`src/rtl/out_fifo_arbiter_pkg.sv`:
```
// -----------------------------------------------------------------------------
// out_fifo_arbiter_pkg
//   Shared definitions for the output-FIFO write-port arbiter: controller state
//   encoding, header magic nibble, source index constants and the header byte
//   builder used when OUT_ARB_HEADER_EN is defined.
// -----------------------------------------------------------------------------
package out_fifo_arbiter_pkg;

   typedef enum logic [1:0] {
      IDLE = 2'd0,
      HDR  = 2'd1,
      XFER = 2'd2
   } arb_state_e;

   localparam logic [3:0] HDR_MAGIC = 4'hA;

   localparam int unsigned SRC_AUDIO  = 0;
   localparam int unsigned SRC_STATUS = 1;

   // Header byte that precedes a packet so the host can tell sources apart.
   function automatic logic [7:0] hdr_byte(input logic src);
      return {HDR_MAGIC, 3'b000, src};
   endfunction

endpackage

```
`src/rtl/out_fifo_arbiter_rr.sv`:
```
// -----------------------------------------------------------------------------
// rr_arbiter2
//   Two-requester round-robin pick. A lone requester is granted directly; on a
//   tie the source that was not served last wins.
// Ports:
//   req          in  2  request vector, bit i = source i
//   last_served  in  1  index of the source that owned the previous packet
//   grant        out 2  one-hot grant, 0 when nobody requests
// -----------------------------------------------------------------------------
module rr_arbiter2
   import out_fifo_arbiter_pkg::*;
(
   input  logic [1:0] req,
   input  logic       last_served,
   output logic [1:0] grant
);

   always_comb begin
      grant = req;
      if (&req) begin
         grant = '0;
         if (last_served == 1'(SRC_STATUS)) grant[SRC_AUDIO]  = 1'b1;
         else                               grant[SRC_STATUS] = 1'b1;
      end
   end

endmodule

```
`src/rtl/out_fifo_arbiter.sv`:
```
// -----------------------------------------------------------------------------
// out_fifo_arbiter
//   Packet-atomic arbiter sharing the output async FIFO write port between the
//   audio control path (source 0) and the status path (source 1). Grants are
//   round-robin at packet boundaries; a packet that overruns MAX_PKT_BYTES or
//   idles STALL_CLKS cycles mid-packet is cut short and err_o is latched.
//   Optional build macro: OUT_ARB_HEADER_EN -- prefixes each packet with a
//   {4'hA, 3'b000, src} header byte.
// Ports:
//   clk_i               in  1     FIFO write-side clock
//   reset_n_i           in  1     synchronous active-low reset
//   src_valid_i         in  2     per-source byte valid
//   src_data_i          in  16    [7:0] source 0, [15:8] source 1
//   src_last_i          in  2     per-source last byte of packet
//   src_ready_o         out 2     per-source byte accepted when valid
//   wr_out_fifo_en_o    out 1     FIFO write strobe
//   wr_out_fifo_data_o  out 8     FIFO write data
//   wr_out_fifo_full_i  in  1     FIFO full
//   grant_o             out 2     one-hot current owner, 0 when idle
//   err_o               out 1     sticky overrun / stall-abort flag
// -----------------------------------------------------------------------------
module out_fifo_arbiter
   import out_fifo_arbiter_pkg::*;
#(
   parameter int unsigned MAX_PKT_BYTES = 256,
   parameter int unsigned STALL_CLKS    = 1024
) (
   input  logic        clk_i,
   input  logic        reset_n_i,
   input  logic [1:0]  src_valid_i,
   input  logic [15:0] src_data_i,
   input  logic [1:0]  src_last_i,
   output logic [1:0]  src_ready_o,
   output logic        wr_out_fifo_en_o,
   output logic [7:0]  wr_out_fifo_data_o,
   input  logic        wr_out_fifo_full_i,
   output logic [1:0]  grant_o,
   output logic        err_o
);

   localparam int unsigned BYTE_W  = $clog2(MAX_PKT_BYTES);
   localparam int unsigned STALL_W = $clog2(STALL_CLKS + 1);

   arb_state_e         state_q, state_d;
   logic [1:0]         grant_q, grant_d;
   logic [1:0]         rr_grant;
   logic               last_q, last_d;
   logic [BYTE_W-1:0]  byte_cnt_q, byte_cnt_d;
   logic [STALL_W-1:0] stall_cnt_q, stall_cnt_d;
   logic               err_q, err_d;
   logic               owner;
   logic               accept;
   logic               end_pkt;

   assign owner   = grant_q[SRC_STATUS];
   assign grant_o = grant_q;
   assign err_o   = err_q;

   rr_arbiter2 u_rr (
      .req         (src_valid_i),
      .last_served (last_q),
      .grant       (rr_grant)
   );

   // NOTE: every signal driven here gets a default first so no path leaves it
   // unassigned; otherwise synthesis infers a latch to hold the old value.
   always_comb begin
      state_d            = state_q;
      grant_d            = grant_q;
      last_d             = last_q;
      byte_cnt_d         = byte_cnt_q;
      stall_cnt_d        = stall_cnt_q;
      err_d              = err_q;
      src_ready_o        = '0;
      wr_out_fifo_en_o   = 1'b0;
      wr_out_fifo_data_o = '0;
      accept             = 1'b0;
      end_pkt            = 1'b0;

      case (state_q)
         IDLE: begin
            if (|src_valid_i) begin
               grant_d     = rr_grant;
               byte_cnt_d  = '0;
               stall_cnt_d = '0;
`ifdef OUT_ARB_HEADER_EN
               state_d     = HDR;
`else
               state_d     = XFER;
`endif
            end
         end

`ifdef OUT_ARB_HEADER_EN
         HDR: begin
            wr_out_fifo_en_o   = ~wr_out_fifo_full_i;
            wr_out_fifo_data_o = hdr_byte(owner);
            if (!wr_out_fifo_full_i) state_d = XFER;
         end
`endif

         XFER: begin
            // Full gates ready combinationally, so a write never lands on a full FIFO.
            src_ready_o[owner] = ~wr_out_fifo_full_i;
            accept             = src_valid_i[owner] & ~wr_out_fifo_full_i;
            wr_out_fifo_en_o   = accept;
            wr_out_fifo_data_o = src_data_i[{owner, 3'b000} +: 8];

            if (accept) begin
               byte_cnt_d  = byte_cnt_q + BYTE_W'(1);
               stall_cnt_d = '0;
               if (src_last_i[owner]) begin
                  end_pkt = 1'b1;
               end else if (byte_cnt_q == BYTE_W'(MAX_PKT_BYTES - 1)) begin
                  err_d   = 1'b1;
                  end_pkt = 1'b1;
               end
            end else if (!src_valid_i[owner]) begin
               // Back-pressure cycles (valid with full) are not counted as idle.
               if (stall_cnt_q != STALL_W'(STALL_CLKS))
                  stall_cnt_d = stall_cnt_q + STALL_W'(1);
               if (stall_cnt_q == STALL_W'(STALL_CLKS - 1)) begin
                  err_d   = 1'b1;
                  end_pkt = 1'b1;
               end
            end
         end

         default: begin
            state_d = IDLE;
            grant_d = '0;
         end
      endcase

      if (end_pkt) begin
         state_d = IDLE;
         grant_d = '0;
         last_d  = owner;
      end
   end

   // NOTE: state registers use non-blocking assignments so every flop samples
   // the pre-edge values, independent of statement order.
   always_ff @(posedge clk_i) begin
      if (!reset_n_i) begin
         state_q     <= IDLE;
         grant_q     <= '0;
         last_q      <= 1'(SRC_STATUS);
         byte_cnt_q  <= '0;
         stall_cnt_q <= '0;
         err_q       <= 1'b0;
      end else begin
         state_q     <= state_d;
         grant_q     <= grant_d;
         last_q      <= last_d;
         byte_cnt_q  <= byte_cnt_d;
         stall_cnt_q <= stall_cnt_d;
         err_q       <= err_d;
      end
   end

endmodule

```
`config.mk`:
```
export PLATFORM = sky130hd
export DESIGN_NAME = out_fifo_arbiter
export DESIGN_NICKNAME = d
export VERILOG_FILES = /design/src/rtl/out_fifo_arbiter_pkg.sv /design/src/rtl/out_fifo_arbiter_rr.sv /design/src/rtl/out_fifo_arbiter.sv
export SDC_FILE = /design/constraint.sdc
export NUM_CORES = 1
export LEC_CHECK = 0
export ABC_AREA = 1
export CAP_MARGIN = 20
export CORE_UTILIZATION = 48
export CTS_BUF_LIST = sky130_fd_sc_hd__clkbuf_8
export CTS_CLUSTER_DIAMETER = 30
export DETAILED_ROUTE_END_ITERATION = 7
export GPL_TIMING_DRIVEN = 1
export PLACE_DENSITY_LB_ADDON = 0.08
export SYNTH_ARGS = -nofsm -noshare
export SYNTH_HDL_FRONTEND = slang
export SYNTH_SLANG_ARGS = --single-unit
```
`constraint.sdc`:
```
create_clock -name clk_i -period 1.6 [get_ports clk_i]
set_input_delay 0.16 -clock clk_i [delete_from_list [all_inputs] [get_ports clk_i]]
set_output_delay 0.16 -clock clk_i [all_outputs]
set_load 0.02 [all_outputs]
```
Word level (Yosys, flattened, before mapping)
Index checks and enable logic that the tools add are counted.
{"block": "op_classes", "n_lt_le_gt_ge": 2, "n_div": 0, "eq_ne": 11, "shifts": 1, "n_bitwise": 5, "muxes": 35, "n_addsub": 2, "n_mul": 0, "n_reduce_logical": 11}
{"operator": "2-to-1 mux 11 bit", "n": 4}
{"operator": "2-to-1 mux 8 bit", "n": 3}
{"operator": "one-hot mux 11 bit (2 select lines)", "n": 1}
{"operator": "2-to-1 mux 1 bit", "n": 19}
{"operator": "one-hot mux 8 bit (2 select lines)", "n": 1}
{"operator": "indexed part select 16 x 5 -> 8 bit", "n": 1}
{"operator": "adder 11 x 1 -> 11 bit (second input constant)", "n": 1}
{"operator": "equality test 11 x 10 -> 1 bit (second input constant)", "n": 1}
{"operator": "!= test 11 bit (second input constant)", "n": 1}
{"operator": "adder 8 x 1 -> 8 bit (second input constant)", "n": 1}
{"operator": "equality test 8 bit (second input constant)", "n": 1}
{"operator": "2-to-1 mux 2 bit", "n": 4}
{"operator": "one-hot mux 2 bit (2 select lines)", "n": 2}
{"operator": "!= test 2 bit (second input constant)", "n": 3}
{"operator": "!= test 3 bit (second input constant)", "n": 2}
{"operator": "AND reduction 5 bit", "n": 1}
{"operator": "!= test 2 x 1 -> 1 bit (second input constant)", "n": 2}
{"operator": "AND reduction 2 bit", "n": 2}
{"operator": "AND reduction 4 bit", "n": 1}
{"operator": "nonzero test 2 bit", "n": 2}
{"operator": "OR reduction 2 bit", "n": 2}
{"operator": "NOT 1 bit", "n": 3}
{"operator": "AND reduction 3 bit", "n": 1}
{"operator": "bitwise AND 2 bit", "n": 1}
{"operator": "7 further kinds", "n": 7}
{"block": "word_totals", "input_bits": 23, "memories": 0, "out_inout_bits": 14, "mem_bits_rw": 0, "romBits": 0, "wordCells": 73, "ff_bits": 25, "latchBits": 0}

Longest topological paths before layout
{"block": "depth", "word_depth": 6, "mapped_depth": 10, "ltp_nobuf": 10}

By module
Synthesis repeated with hierarchy kept, for this count alone.
{"block": "hier_totals", "hier_cells": 256, "hier_area_um2": 1564.0}
{"mod": "out_fifo_arbiter", "n_inst": 1, "cells_per_inst": 251, "area_per_inst_um2": 1542.7, "seq_area_each_um2": 480.5}
{"mod": "rr_arbiter2", "n_inst": 1, "cells_per_inst": 5, "area_per_inst_um2": 21.3, "seq_area_each_um2": 0.0}

Worst setup path after synthesis
OpenSTA, ideal clock, no wires.
{"block": "synth_timing", "path_type": "reg-to-output", "from": "register grant_q[1] (netlist: grant_o[1])", "to": "output port src_ready_o[1]", "path_stages_with_launch": 4, "required_ps": 1440, "arrival_ps": 1211, "slack_ps": 229, "path_buffers": 1, "path_cell_list": "dfxtp_1 -> inv_2 -> clkbuf_1 -> nor3_1"}
{"block": "synth_between", "elab_chain_cells": 6, "word_cells_on_any_way": 7}
{"element": "from (decl)", "line_no": "out_fifo_arbiter.sv:45", "rtl": "logic [1:0] grant_q, grant_d;"}
{"element": "from (signal assigned)", "line_no": "out_fifo_arbiter.sv:154", "rtl": "grant_q <= grant_d;"}
{"element": "< comparator 1 x 2 -> 1 bit (implied by the code) / greater-or-equal comparator 1 bit (equally long branches)", "line_no": "out_fifo_arbiter.sv:104", "rtl": "src_ready_o[owner] = ~wr_out_fifo_full_i;"}
{"element": "logical AND 1 bit (implied by the code)", "line_no": "out_fifo_arbiter.sv:104"}
{"element": "2-to-1 mux 1 bit (implied by the code)", "line_no": "out_fifo_arbiter.sv:104"}
{"element": "demux 1 bit (select 1 bit) *", "line_no": "out_fifo_arbiter.sv:104"}
{"element": "bitwise AND 2 bit (no source line) *"}
{"element": "2-to-1 mux 2 bit *", "line_no": "out_fifo_arbiter.sv:80", "rtl": "case (state_q)"}
{"element": "to (decl)", "line_no": "out_fifo_arbiter.sv:33", "rtl": "output logic [1:0] src_ready_o,"}
Mark *: on every way between the ends. The rest lies on a longest branch, timed or not.

Worst setup path in the final report
{"block": "layout_timing", "from": "register grant_q[1] (netlist: grant_o[1])", "to": "output port grant_o[1]"}
{"element": "to (decl)", "line_no": "out_fifo_arbiter.sv:37", "rtl": "output logic [1:0] grant_o,"}
No word-level cell between the ends.

==> summary by stage <==
Synthesis
The number of nets handed over by synthesis was approximately 260. The synthesized design spends more area on one cell type than any other, namely sky130_fd_sc_hd__dfxtp_1. The synthesized instance count is 232. The portion of synthesized cell area occupied by the leading cell type is 0.329.

For this run, the number of Yosys warnings is 0. The number of different library cells used by synthesis comes to 28. The share of the yosys chip area belonging to registers is 0.329.

The synthesized design contains 24 register bits. The cell area that synthesis handed to floorplanning was ~1500 um^2. By area the synthesized netlist is led by sky130_fd_sc_hd__dfxtp_1 33%, sky130_fd_sc_hd__nand2_1 18%, sky130_fd_sc_hd__a21oi_1 9.6%, sky130_fd_sc_hd__nand3_1 6.5%, sky130_fd_sc_hd__inv_1 5.7%. After synthesis, the mean cell area works out to around 6.3 um^2.

Placed design
The congestion estimate from routability-driven global placement came to between 0.8 and 0.9. The total instance count after detailed placement is around 310. After detailed placement, the total cell area comes to 1980 um^2. The half-perimeter wire length after placement is around 2800 um. The count of buffers inserted at the top-level ports is 36.

At the placement stage, the worst setup path has a slack of -0.0836 ns.

Floorplanning
The height of the die is approximately 57 um. The number of rows in the core area is 19. The region available for standard cell placement spans 2830 um^2. The starting density of the core is 0.516.

The I/O pin total is 37. The die covers 3260 um^2. The width of the die is 57.1 um.

CTS
TritonCTS built the clock tree. CTS saw 24 sinks. The maximum buffer depth of the clock tree is 2. The total CTS buffers is 3. The hold buffer count at cts is 0. The later-pin clock latency in the skew report is ~0.26 ns. After clock tree synthesis, the clock-pin slew on the worst setup and hold paths is roughly 0.080 ns.

In this run the clock root is driven by a sky130_fd_sc_hd__clkbuf_8. The depth of the CTS H-tree is 1.

Pwr
The share of total power dissipated in the clock network is 0.254. Overall power consumption after layout is estimated at between 1 and 1.5 mW. The total internal power is 0.970 mW. Of the total power, registers draw 0.457.

Summed over all nets, the switching power comes to ~0.40 mW. The portion of total power attributed to combinational logic is 0.289. The power density over the cells is 683 nW/um^2. The switching share of power is 0.294. IR analysis of the VDD net gives a maximum drop of between 0.0006 and 0.0007 V. Summed over all cells, the static leakage comes to 0.863 nW.

Final layout
In the layout the commonest cells are 71 x sky130_fd_sc_hd__nand2_1, 28 x sky130_fd_sc_hd__a21oi_1, 25 x sky130_fd_sc_hd__clkdlybuf4s50_1. Leaving out fill and tap cells, the most frequent cell in the layout is sky130_fd_sc_hd__nand2_1. At the end of the flow, the number of nets in the layout was ~310. The layout overhead on the synthesized area is 37.8%. The fraction of final layout cells sized beyond drive strength 1 is 0.137. The final standard cell utilization of the core is 0.711. After routing the design area is between 2000 and 2500 um^2.

Leaving out filler cells and counting taps, the final layout contains 316. 0 antenna diodes ended up in the layout. Fill cells in the final layout number 260.

Worst setup path
Data arrives at the worst endpoint at 1.36 ns. STA classifies the critical path endpoint as a primary output. The peak per-stage delay on the critical path is around 0.60 ns. The worst setup path is launched from a flop. Traced cell by cell, the critical path runs through buf_4, clkdlybuf4s50_1. On the critical path, the stage with the largest delay is an instance of sky130_fd_sc_hd__clkdlybuf4s50_1. The critical path data required time is ~1.4 ns.

Of all nets on the critical path, the largest fanout is 5. The startpoint-to-endpoint class of the critical path is flop to primary output.

Timing
The worst hold slack is around 0.47 ns. Counting I/O delays and the setup requirement, the final critical path takes 1.52 ns. The number of slew-limit violations in the final report is 0. In this run the tightest slew margin relative to its limit is 0.845. The number of failing hold endpoints at the final stage was 0. The share of the clock period used by the worst path after layout is 0.951. For this run, the top clock speed supported by timing is 0.657 GHz. Setup repair after global routing left no endpoint under its margin. After layout, the worst setup slack is around 0.078 ns. Setup violations remaining at the end of the flow were counted as 0. At the pin with the least slew margin, the transition time is around 0.23 ns. The sum of negative setup slack is 0 ns. On the final layout, the worst clock skew is 0.000655 ns.

Detailed routing
The final routed DRC violation total is 0. The final routed wirelength across all metal layers is between 3000 and 4000 um. The via density per instance is about 5.0. The number of iterations in the first detailed-routing pass is 4.

The routed layout has 1588 vias. For this block, the initial DRC count from the detailed router was just over 90. The number of nets with antenna violations after routing is 0. In the final routed layout, each cell accounts on average for between 10 and 15 um.

Flow run
The tool flagged a number of max-cap violations equal to 0.

Global routing
The first-pass GRT wire length is a little under 6000 um. For this run the aggregate overflow at the end of global routing stands at 0. The number of global-route vias before repair is 1385. The number of antenna violations at the first check in global routing is 0. Across every metal layer, demand over resource in global routing totals 0.225. The pin count of the biggest net entering global routing is 13.

Run status
The run finished with clean final reports.

Hold path
The min-delay analysis places its worst path in the category flop to flop.
-- layout make-up --
type	instances	area, um^2	area share
flip-flops and latches	24	484	0.241
inverters	26	97.6	0.0485
repair buffers	56	507	0.252
well taps	31	38.8	0.0193
multi-input cells	176	842	0.419
clock buffers	3	41.3	0.0205
-- sequential cells by signal, summed over array words and instances (netlist names) --
name,count
err_o,1
grant_o,2
state_q,1
last_q,1
stall_cnt_q,11
byte_cnt_q,8
-- timing repair --
action / in CTS / in global routing
buffers inserted: 0 / 0
setup endpoints to repair: 11 / 19
resized for setup: 11 / 8
pin swaps: 0 / 0
-- cell families after synthesis --
kind of cell,count (synthesis),share of synthesized area
DFF,24,0.329
buffers and inverters,32,0.0935
adders and majority gates,3,0.0257
AOI/OAI and AO/OA,44,0.164
and+or+nand+nor,128,0.382
xor gates and xnor gates,1,0.00600
-- metal layers --
layer | wire, um | global-route usage | share of wire
met1 | 1650 | 0.281 | 0.47
met2 | 1710 | 0.408 | 0.49
met3 | 108 | 0.0408 | 0.031
met4 | 16 | 0.0418 | 0.0046
met5 | 0 | 0 | 0
-- cell usage after synthesis --
cell                       number
sky130_fd_sc_hd__and2_1         1
sky130_fd_sc_hd__nor3_1         5
sky130_fd_sc_hd__inv_2          3
sky130_fd_sc_hd__nor2_1        22
sky130_fd_sc_hd__ha_1           3
sky130_fd_sc_hd__nor2_2         2
sky130_fd_sc_hd__nand3_4        1
sky130_fd_sc_hd__o21ai_1        2
sky130_fd_sc_hd__dfxtp_1       24
sky130_fd_sc_hd__nand4_1        2
sky130_fd_sc_hd__nand3_1       19
sky130_fd_sc_hd__a21oi_1       28
sky130_fd_sc_hd__o31ai_1        1
sky130_fd_sc_hd__inv_1         22
sky130_fd_sc_hd__nand3b_1       2
sky130_fd_sc_hd__clkbuf_1       3
sky130_fd_sc_hd__buf_6          2
sky130_fd_sc_hd__a31oi_1        1
sky130_fd_sc_hd__xnor2_1        1
sky130_fd_sc_hd__o21ai_4        1
sky130_fd_sc_hd__buf_2          1
sky130_fd_sc_hd__a22oi_1        1
sky130_fd_sc_hd__o22ai_1        1
sky130_fd_sc_hd__nand2_2        2
sky130_fd_sc_hd__nand2_1       71
sky130_fd_sc_hd__clkinv_1       1
sky130_fd_sc_hd__nand2_4        1
sky130_fd_sc_hd__o21ai_0        9
-- worst paths after layout --
path	start	endpoint	slack, ns	cells past startpoint
max	grant_o[1]	grant_o[1]	0.08	2
min	last_q	last_q	0.47	2
max reg2reg	grant_o[1]	stall_cnt_q[5]	0.18	10
min reg2reg	last_q	last_q	0.47	2
-- power by group through the flow --
stage	Combinational, mW	Clock [mW]	Sequential (mW)
2_1_floorplan	0.197	0	0.647
3_3_place_gp	0.410	0	0.640
3_5_place_dp	0.412	0	0.640
4_1_cts	0.397	0.363	0.626
5_1_grt	0.434	0.385	0.631
6_report	0.396	0.349	0.628
-- critical path, delay by kind of cell, from the launching register on --
family   cells  cell delay, ns
buf+inv      2            0.74
flops        1            0.36
(Power assumes the default switching activity.)
